### src/rtl/sys_bus_arbiter.sv
// Two-master, four-slave bus arbiter and address decoder: m1 has fixed priority and one
// transaction is in flight at a time. Each grant ends in exactly one ack (done, unmapped or timeout).
module sys_bus_arbiter #(
    parameter int SLAVE_NUM = 4,
    parameter int TIMEOUT   = 15
) (
    input  logic                      clk,
    input  logic                      rst,
    input  logic                      m0_req_in,
    input  logic [31:0]               m0_addr_in,
    input  logic [31:0]               m0_data_in,
    input  logic                      m0_rw_in,
    output logic [31:0]               m0_data_out,
    output logic [1:0]                m0_select_as_out,
    output logic                      m0_ack_out,
    input  logic                      m1_req_in,
    input  logic [31:0]               m1_addr_in,
    input  logic [31:0]               m1_data_in,
    input  logic                      m1_rw_in,
    output logic [31:0]               m1_data_out,
    output logic [1:0]                m1_select_as_out,
    output logic                      m1_ack_out,
    output logic [31:0]               s_addr_out,
    output logic [31:0]               s_data_out,
    output logic [2*SLAVE_NUM-1:0]    s_select_as_out,
    input  logic [32*SLAVE_NUM-1:0]   s_data_in,
    input  logic [SLAVE_NUM-1:0]      s_ready_in,
    output logic                      hold_flag_out,
    output logic                      err_out
);

    localparam int SEL_W = 2 * SLAVE_NUM;

    typedef enum logic [1:0] {
        IDLE   = 2'd0,
        ACCESS = 2'd1,
        RESP   = 2'd2
    } state_t;

    state_t             r_state;
    logic [31:0]        r_addr;
    logic [31:0]        r_wdata;
    logic               r_rw;
    logic               r_mid;
    logic               r_err;
    logic [7:0]         r_cnt;
    logic [SEL_W-1:0]   r_s_sel;
    logic [1:0]         r_m0_sel;
    logic [1:0]         r_m1_sel;
    logic               r_m0_ack;
    logic               r_m1_ack;
    logic [31:0]        r_m0_data;
    logic [31:0]        r_m1_data;

    logic [1:0]         w_slv;
    logic               w_rdy;
    logic [31:0]        w_rdata;
    logic               w_timeout;
    logic [31:0]        w_fin_data;
    logic               w_req_any;
    logic               w_gnt_id;
    logic [31:0]        w_gnt_addr;
    logic [31:0]        w_gnt_wdata;
    logic               w_gnt_rw;
    logic [1:0]         w_gnt_mode;
    logic               w_gnt_unmapped;
    logic [SEL_W-1:0]   w_gnt_sel;

    // Only the addressed slave's ready and read data are looked at.
    assign w_slv      = r_addr[29:28];
    assign w_rdy      = s_ready_in[w_slv];
    assign w_rdata    = s_data_in[32*w_slv +: 32];
    assign w_timeout  = (r_cnt == 8'(TIMEOUT - 1));
    assign w_fin_data = (w_rdy && !r_rw) ? w_rdata : 32'd0;

    assign w_req_any      = m0_req_in | m1_req_in;
    assign w_gnt_id       = m1_req_in;
    assign w_gnt_addr     = m1_req_in ? m1_addr_in : m0_addr_in;
    assign w_gnt_wdata    = m1_req_in ? m1_data_in : m0_data_in;
    assign w_gnt_rw       = m1_req_in ? m1_rw_in   : m0_rw_in;
    assign w_gnt_mode     = w_gnt_rw ? 2'b10 : 2'b01;
    assign w_gnt_unmapped = |w_gnt_addr[31:30];
    assign w_gnt_sel      = SEL_W'(w_gnt_mode) << {w_gnt_addr[29:28], 1'b0};

    always_ff @(posedge clk) begin
        if (rst) begin
            r_state   <= IDLE;
            r_addr    <= '0;
            r_wdata   <= '0;
            r_rw      <= 1'b0;
            r_mid     <= 1'b0;
            r_err     <= 1'b0;
            r_cnt     <= '0;
            r_s_sel   <= '0;
            r_m0_sel  <= '0;
            r_m1_sel  <= '0;
            r_m0_ack  <= 1'b0;
            r_m1_ack  <= 1'b0;
            r_m0_data <= '0;
            r_m1_data <= '0;
        end else begin
            r_m0_ack <= 1'b0;
            r_m1_ack <= 1'b0;
            r_err    <= 1'b0;
            case (r_state)
                IDLE: begin
                    if (w_req_any) begin
                        r_addr  <= w_gnt_addr;
                        r_wdata <= w_gnt_wdata;
                        r_rw    <= w_gnt_rw;
                        r_mid   <= w_gnt_id;
                        r_cnt   <= '0;
                        if (w_gnt_unmapped) begin
                            // Unmapped: skip the slave bus and answer with an error at once.
                            r_state <= RESP;
                            r_err   <= 1'b1;
                            if (w_gnt_id) begin
                                r_m1_ack  <= 1'b1;
                                r_m1_data <= '0;
                            end else begin
                                r_m0_ack  <= 1'b1;
                                r_m0_data <= '0;
                            end
                        end else begin
                            r_state <= ACCESS;
                            r_s_sel <= w_gnt_sel;
                            if (w_gnt_id) r_m1_sel <= w_gnt_mode;
                            else          r_m0_sel <= w_gnt_mode;
                        end
                    end
                end
                ACCESS: begin
                    r_cnt <= r_cnt + 8'd1;
                    // Ready wins over timeout when both land in the same cycle.
                    if (w_rdy || w_timeout) begin
                        r_state  <= RESP;
                        r_err    <= !w_rdy;
                        r_s_sel  <= '0;
                        r_m0_sel <= '0;
                        r_m1_sel <= '0;
                        if (r_mid) begin
                            r_m1_ack  <= 1'b1;
                            r_m1_data <= w_fin_data;
                        end else begin
                            r_m0_ack  <= 1'b1;
                            r_m0_data <= w_fin_data;
                        end
                    end
                end
                RESP:    r_state <= IDLE;
                default: r_state <= IDLE;
            endcase
        end
    end

    assign s_addr_out       = (r_state == ACCESS) ? r_addr  : 32'd0;
    assign s_data_out       = (r_state == ACCESS) ? r_wdata : 32'd0;
    assign s_select_as_out  = r_s_sel;
    assign m0_select_as_out = r_m0_sel;
    assign m1_select_as_out = r_m1_sel;
    assign m0_ack_out       = r_m0_ack;
    assign m1_ack_out       = r_m1_ack;
    assign m0_data_out      = r_m0_data;
    assign m1_data_out      = r_m1_data;
    assign err_out          = r_err;
    assign hold_flag_out    = m0_req_in & ~r_m0_ack;

endmodule

### config.mk
export PLATFORM = sky130hd
export DESIGN_NAME = sys_bus_arbiter
export DESIGN_NICKNAME = d
export VERILOG_FILES = /design/src/rtl/sys_bus_arbiter.sv
export SDC_FILE = /design/constraint.sdc
export NUM_CORES = 1
export LEC_CHECK = 0
export ABC_CLOCK_PERIOD_IN_PS = 3200
export CAP_MARGIN = 20
export CORE_AREA = 2 2 161 163
export CTS_CLUSTER_DIAMETER = 40
export CTS_CLUSTER_SIZE = 8
export DETAILED_ROUTE_END_ITERATION = 16
export DIE_AREA = 0 0 163 165
export GPL_ROUTABILITY_DRIVEN = 0
export PLACE_DENSITY = 0.67
export SETUP_SLACK_MARGIN = 0.1
export SYNTH_ARGS = -nofsm -noshare
export SYNTH_HDL_FRONTEND = slang
export SYNTH_SLANG_ARGS = --single-unit
### constraint.sdc
create_clock -name clk -period 3.2 [get_ports clk]
set_input_delay 0.64 -clock clk [delete_from_list [all_inputs] [get_ports clk]]
set_output_delay 0.64 -clock clk [all_outputs]
set_load 0.02 [all_outputs]
# --- Word level (Yosys, flattened, before mapping) ---
# Index checks and enable logic that the tools add are counted.
totals:
  rom_bits: 0
  out_inout_bits: 144
  mem_count: 0
  ram_bits: 0
  input_bits: 266
  reg_bits: 155
  latchBits: 0
  elab_cells: 102
classes:
  shift: 2
  n_div: 0
  bitwise: 3
  mux: 56
  n_eq_ne: 10
  addsub: 1
  n_mul: 0
  magnitude_cmp: 1
  n_reduce_logical: 15
op_table:
  columns: ["op", "n"]
  rows:
  - ["$mux 32", 15]
  - ["$pmux 32 s2", 2]
  - ["$shiftx 128x8->32", 1]
  - ["$mux 8", 4]
  - ["$pmux 8 s2", 2]
  - ["$mux 2", 11]
  - ["$ne 2x2->1 const B", 8]
  - ["$mux 1", 15]
  - ["$pmux 2 s2", 3]
  - ["$reduce_and 6->1", 2]
  - ["$reduce_and 5->1", 2]
  - ["$add 8x1->8 const B", 1]
  - ["$eq 8x4->1 const B", 1]
  - ["$shl 2x3->8", 1]
  - ["$pmux 1 s2", 3]
  - ["$reduce_and 2->1", 3]
  - ["$reduce_and 4->1", 1]
  - ["$lt 2x3->1 const B", 1]
  - ["$bmux 1 s2", 1]
  - ["$eq 2x1->1 const B", 1]
  - ["$logic_not 1->1", 2]
  - ["$logic_not 2->1", 1]
  - ["$reduce_bool 2->1", 1]
  - ["$reduce_or 2->1", 1]
  - ["other kinds (5)", 5]

# --- Depth between registers and ports, before layout ---
depth:
  word_depth: 7
  ltp_mapped: 8
  ltp_nobuf: 5

# --- Least setup slack after synthesis ---
# Ideal clock, no wire load.
synth_path:
  path_type: "flip-flop to output port"
  startpoint: "register r_state[0]"
  endpoint: "output s_data_out[11]"
  n_path_buf: 4
  arrival_time_ns: 1.450
  path_stages_with_launch: 7
  required_ns: 2.560
  slack_ns: 1.110
  path_cell_list: "dfxtp_1 > buf_4 > nor2b_1 > clkbuf_1 > buf_2 > clkbuf_1 > and2_1"
synth_via:
  elab_chain_len: 2
synth_lines:
  columns: ["element", "line_no", "text"]
  rows:
  - ["start, declared", "40", "state_t r_state;"]
  - ["start signal, assigned", "87", "r_state <= IDLE;"]
  - ["start signal, assigned", "115", "r_state <= RESP;"]
  - ["start signal, assigned", "125", "r_state <= ACCESS;"]
  - ["$eq 2x1->1", "157", "assign s_data_out = (r_state == ACCESS) ? r_wdata : 32'd0;"]
  - ["$mux 32", "157", null]
  - ["end, declared", "24", "output logic [31:0] s_data_out,"]
# No other way between the ends.

# --- Final worst setup path ---
layout_path:
  startpoint: "register r_state[1]"
  endpoint: "output s_data_out[18]"
# Same word-level chain as after synthesis.

==> results.toml <==
[synthesis]
ys_warn_count = 0
synth_adder_area_share = 0.00308
synth_async_sr_flop_share = 0
syn_nets = 1075
synthTopCellsByCount = "dfxtp_1 (155), mux2i_1 (137), nor2_1 (81), nand2b_1 (77), a211oi_1 (67)"
yosysSeqAreaShare = 0.382
synth-simple-area-share = 0.194
synth-edff-count = 0
yosysTopAreaCellShare = 0.382
muxShareOfSynthArea = 0.269
ys.flop_type = "dfxtp_1"
ys_ff_latch = 155
yosysMostFrequentCell = "dfxtp_1"
syn_avg_cell_area_um2 = 10.1
synth-xor-area-share = 0
synth_area_leaders = "dfxtp_1 (38%), mux2i_1 (17%), mux4_2 (9.2%)"
synth_area_leader_cell = "dfxtp_1"
yosysUniqueCellTypes = 55
synth-compound-area-share = 0.101
synth_cells = 807
synth_top_family_by_area = "multiplexers"
syn-cell-area_mm2 = 0.00811

[global_route]
grt_max_degree = 110
grt_pass1_vias = 7159
grt.busiest_layer = "met2"
global_route.usage.total = 0.210
grt_use_met3 = 0.0633
grt_pass1_wl_um = 42200
grt_util_met2 = 0.386
use_met1 = 0.233
grt_antenna_before_repair = 0
grt_overflow = 0

[worst_setup_path]
critPathBufInv = 2
startpoint_type = "register"
reg2reg_depth = 5
rr_endpoint = "r_addr[27]"
arrival_ps = 2200
max_stage_delay_ps = 750
cp.required_ps = 2560
path_cells = "nor2b_4 > buf_4 > and2_1 > clkdlybuf4s50_1"
regToRegSetupSlack_ps = 1070
worstSetupPathType = "register to primary output"
r2r_start = "r_state[1]"
critPathTopFamily = "flip-flops"
setup.worst_path.end_class = "primary output"
path_max_fanout = 15
slowest_stage = "dfxtp_1"

[clock_network]
cts_tree = "yes"
cts_root_buf = "clkbuf_16"
h-tree-depth = 4
clkTransAtPathRegs_ps = 60
cts_buffers = 17
clock_latency_ps = 420
clock-sinks = 155
clockBufferDepth = 2
holdBufCountCts = 0

[route]
dr.pass1.iters = 5
drc_errors = 0
dr.first_iter.drc_count = 328
ant_nets = 0
wl_per_cell_um = 19.2
wirelength_um = 29200
vias = 7233
avgViaCountPerCell = 4.75

[sta]
maxSlewHeadroom = 0.364
finalHoldViolations = 0
fmax_mhz = 352
final_max_slew_viol_count = 0
rsz0062_at_grt = "false"
final.period_utilization = 0.887
fin_crit_ps = 2840
final-setup-viol-count = 0
clock_skew_ps = 16.8
tightest_slew_ps = 954
finalSetupTns_ps = 0

[floorplanning]
initial_core_util = 0.324
io_pins = 410
rows = 58
fp.dieH_um = 165
die-area_mm2 = 0.0269
die_x_um = 163
coreArea_mm2 = 0.0250

[worst_hold_path]
whs_endpoint = "s_select_as_out[1]"
hold_depth = 2
hold_path_class = "register to register"
hp-start = "s_select_as_out[1]"

[finish]
area_growth_pct = 61.2
post-route-util = 0.523
drive_gt1_frac = 0.0847
insertedDiodeCount = 0
nNetsFinal = 1448

[run]
max-cap-violations = 0

[power]
peakVddDrop_mv = 0.228
finalPower_uw = 5570
p_leak_uw = 0.00512
p_per_area_mw_per_mm2 = 426

[run_status]
status = "complete, no violations"

[place]
io_buffer_count = 409
dp_hpwl_um = 22500
-- layer usage --
layer  up-vias  share of wire
met5         -              0
met4         0          0.019
met3        24          0.082
met2       284           0.51
met1      3304           0.39
li1       3621              -
-- worst max-delay path by stage --
stage	cells after the start	endpoint	slack [ps]	start
6_report	4	s_data_out[18]	360	r_state[1]
2_1_floorplan	6	s_data_out[11]	1110	r_state[0]
3_3_place_gp	4	s_data_out[16]	510	r_state[1]
4_1_cts	4	s_data_out[17]	130	r_state[1]
5_1_grt	4	s_data_out[18]	260	r_state[1]
3_5_place_dp	4	s_data_out[17]	460	r_state[1]
-- kinds of logic (layout without fill, tap and decap cells) --
group                      Yosys count  count (layout)
buffers and inverters               78             463
DFF                                155             155
muxes                              175             175
adders and majority gates            2               2
and+or+nand+nor                    294             295
AOI/OAI and AO/OA                  103             103
-- worst min-delay path, stage by stage, from the launching register on --
cell      delay [ps]
dfxtp_1          310
nand2b_1          60
mux2i_1           60
-- what timing repair did --
action,CTS,global route
setup endpoints to repair,33,45
gates cloned,1,0
buffers inserted,0,2
resized for setup,0,1
endpoints found under the hold margin,0,0
-- through the flow --
stage / std cells / hold WS [ps] / cell area (um^2) / setup WS, ps
4_1_cts: 1521 / 476 / 13100 / 131
2_1_floorplan: 807 / 459 / 8110 / 1110
5_1_grt: 1523 / 494 / 13100 / 263
3_3_place_gp: 1488 / 460 / 12400 / 514
3_5_place_dp: 1488 / 464 / 12400 / 465
6_report: 1523 / 473 / 13100 / 362
-- flip-flops by register name, summed over array words and instances, names as in the netlist --
register,cells
m1_ack_out,1
m0_ack_out,1
r_mid,1
r_cnt,8
err_out,1
r_state,2
r_wdata,32
r_rw,1
s_select_as_out,8
m0_select_as_out,2
m0_data_out,32
m1_data_out,32
m1_select_as_out,2
r_addr,32
-- cells in the final DEF, fill, tap and decap left out, types with 3 or more instances in the layout --
cell,count
mux2i_1,137
o21ai_0,4
dfxtp_1,153
nand3_1,4
a22oi_1,3
inv_6,4
or3_1,3
and2_1,64
buf_12,6
nor3_1,3
nor2_1,81
inv_1,7
nand2_1,44
buf_4,11
bufinv_16,4
clkinvlp_4,3
a21oi_1,7
a211oi_1,67
nand2b_1,77
clkdlybuf4s50_1,407
mux4_2,33
clkbuf_16,17
-- cell type report --
cell class	count	area [um^2]
Timing Repair Buffer	424	4280
Inverter	7	26.3
Clock buffer	18	429
Tap cell	330	413
Multi-Input combinational cell	575	4630
Sequential cell	155	3110
Fill cell	2328	12000
Clock inverter	14	205
-- power by group --
| part | leakage (uW) | internal (uW) | switching (uW) |
|---|---|---|---|
| Clock | 0.000302 | 1330 | 885 |
| Sequential | 0.00127 | 2050 | 114 |
| Combinational | 0.00355 | 690 | 507 |
No activity file was read; power rests on OpenSTA's default activity.
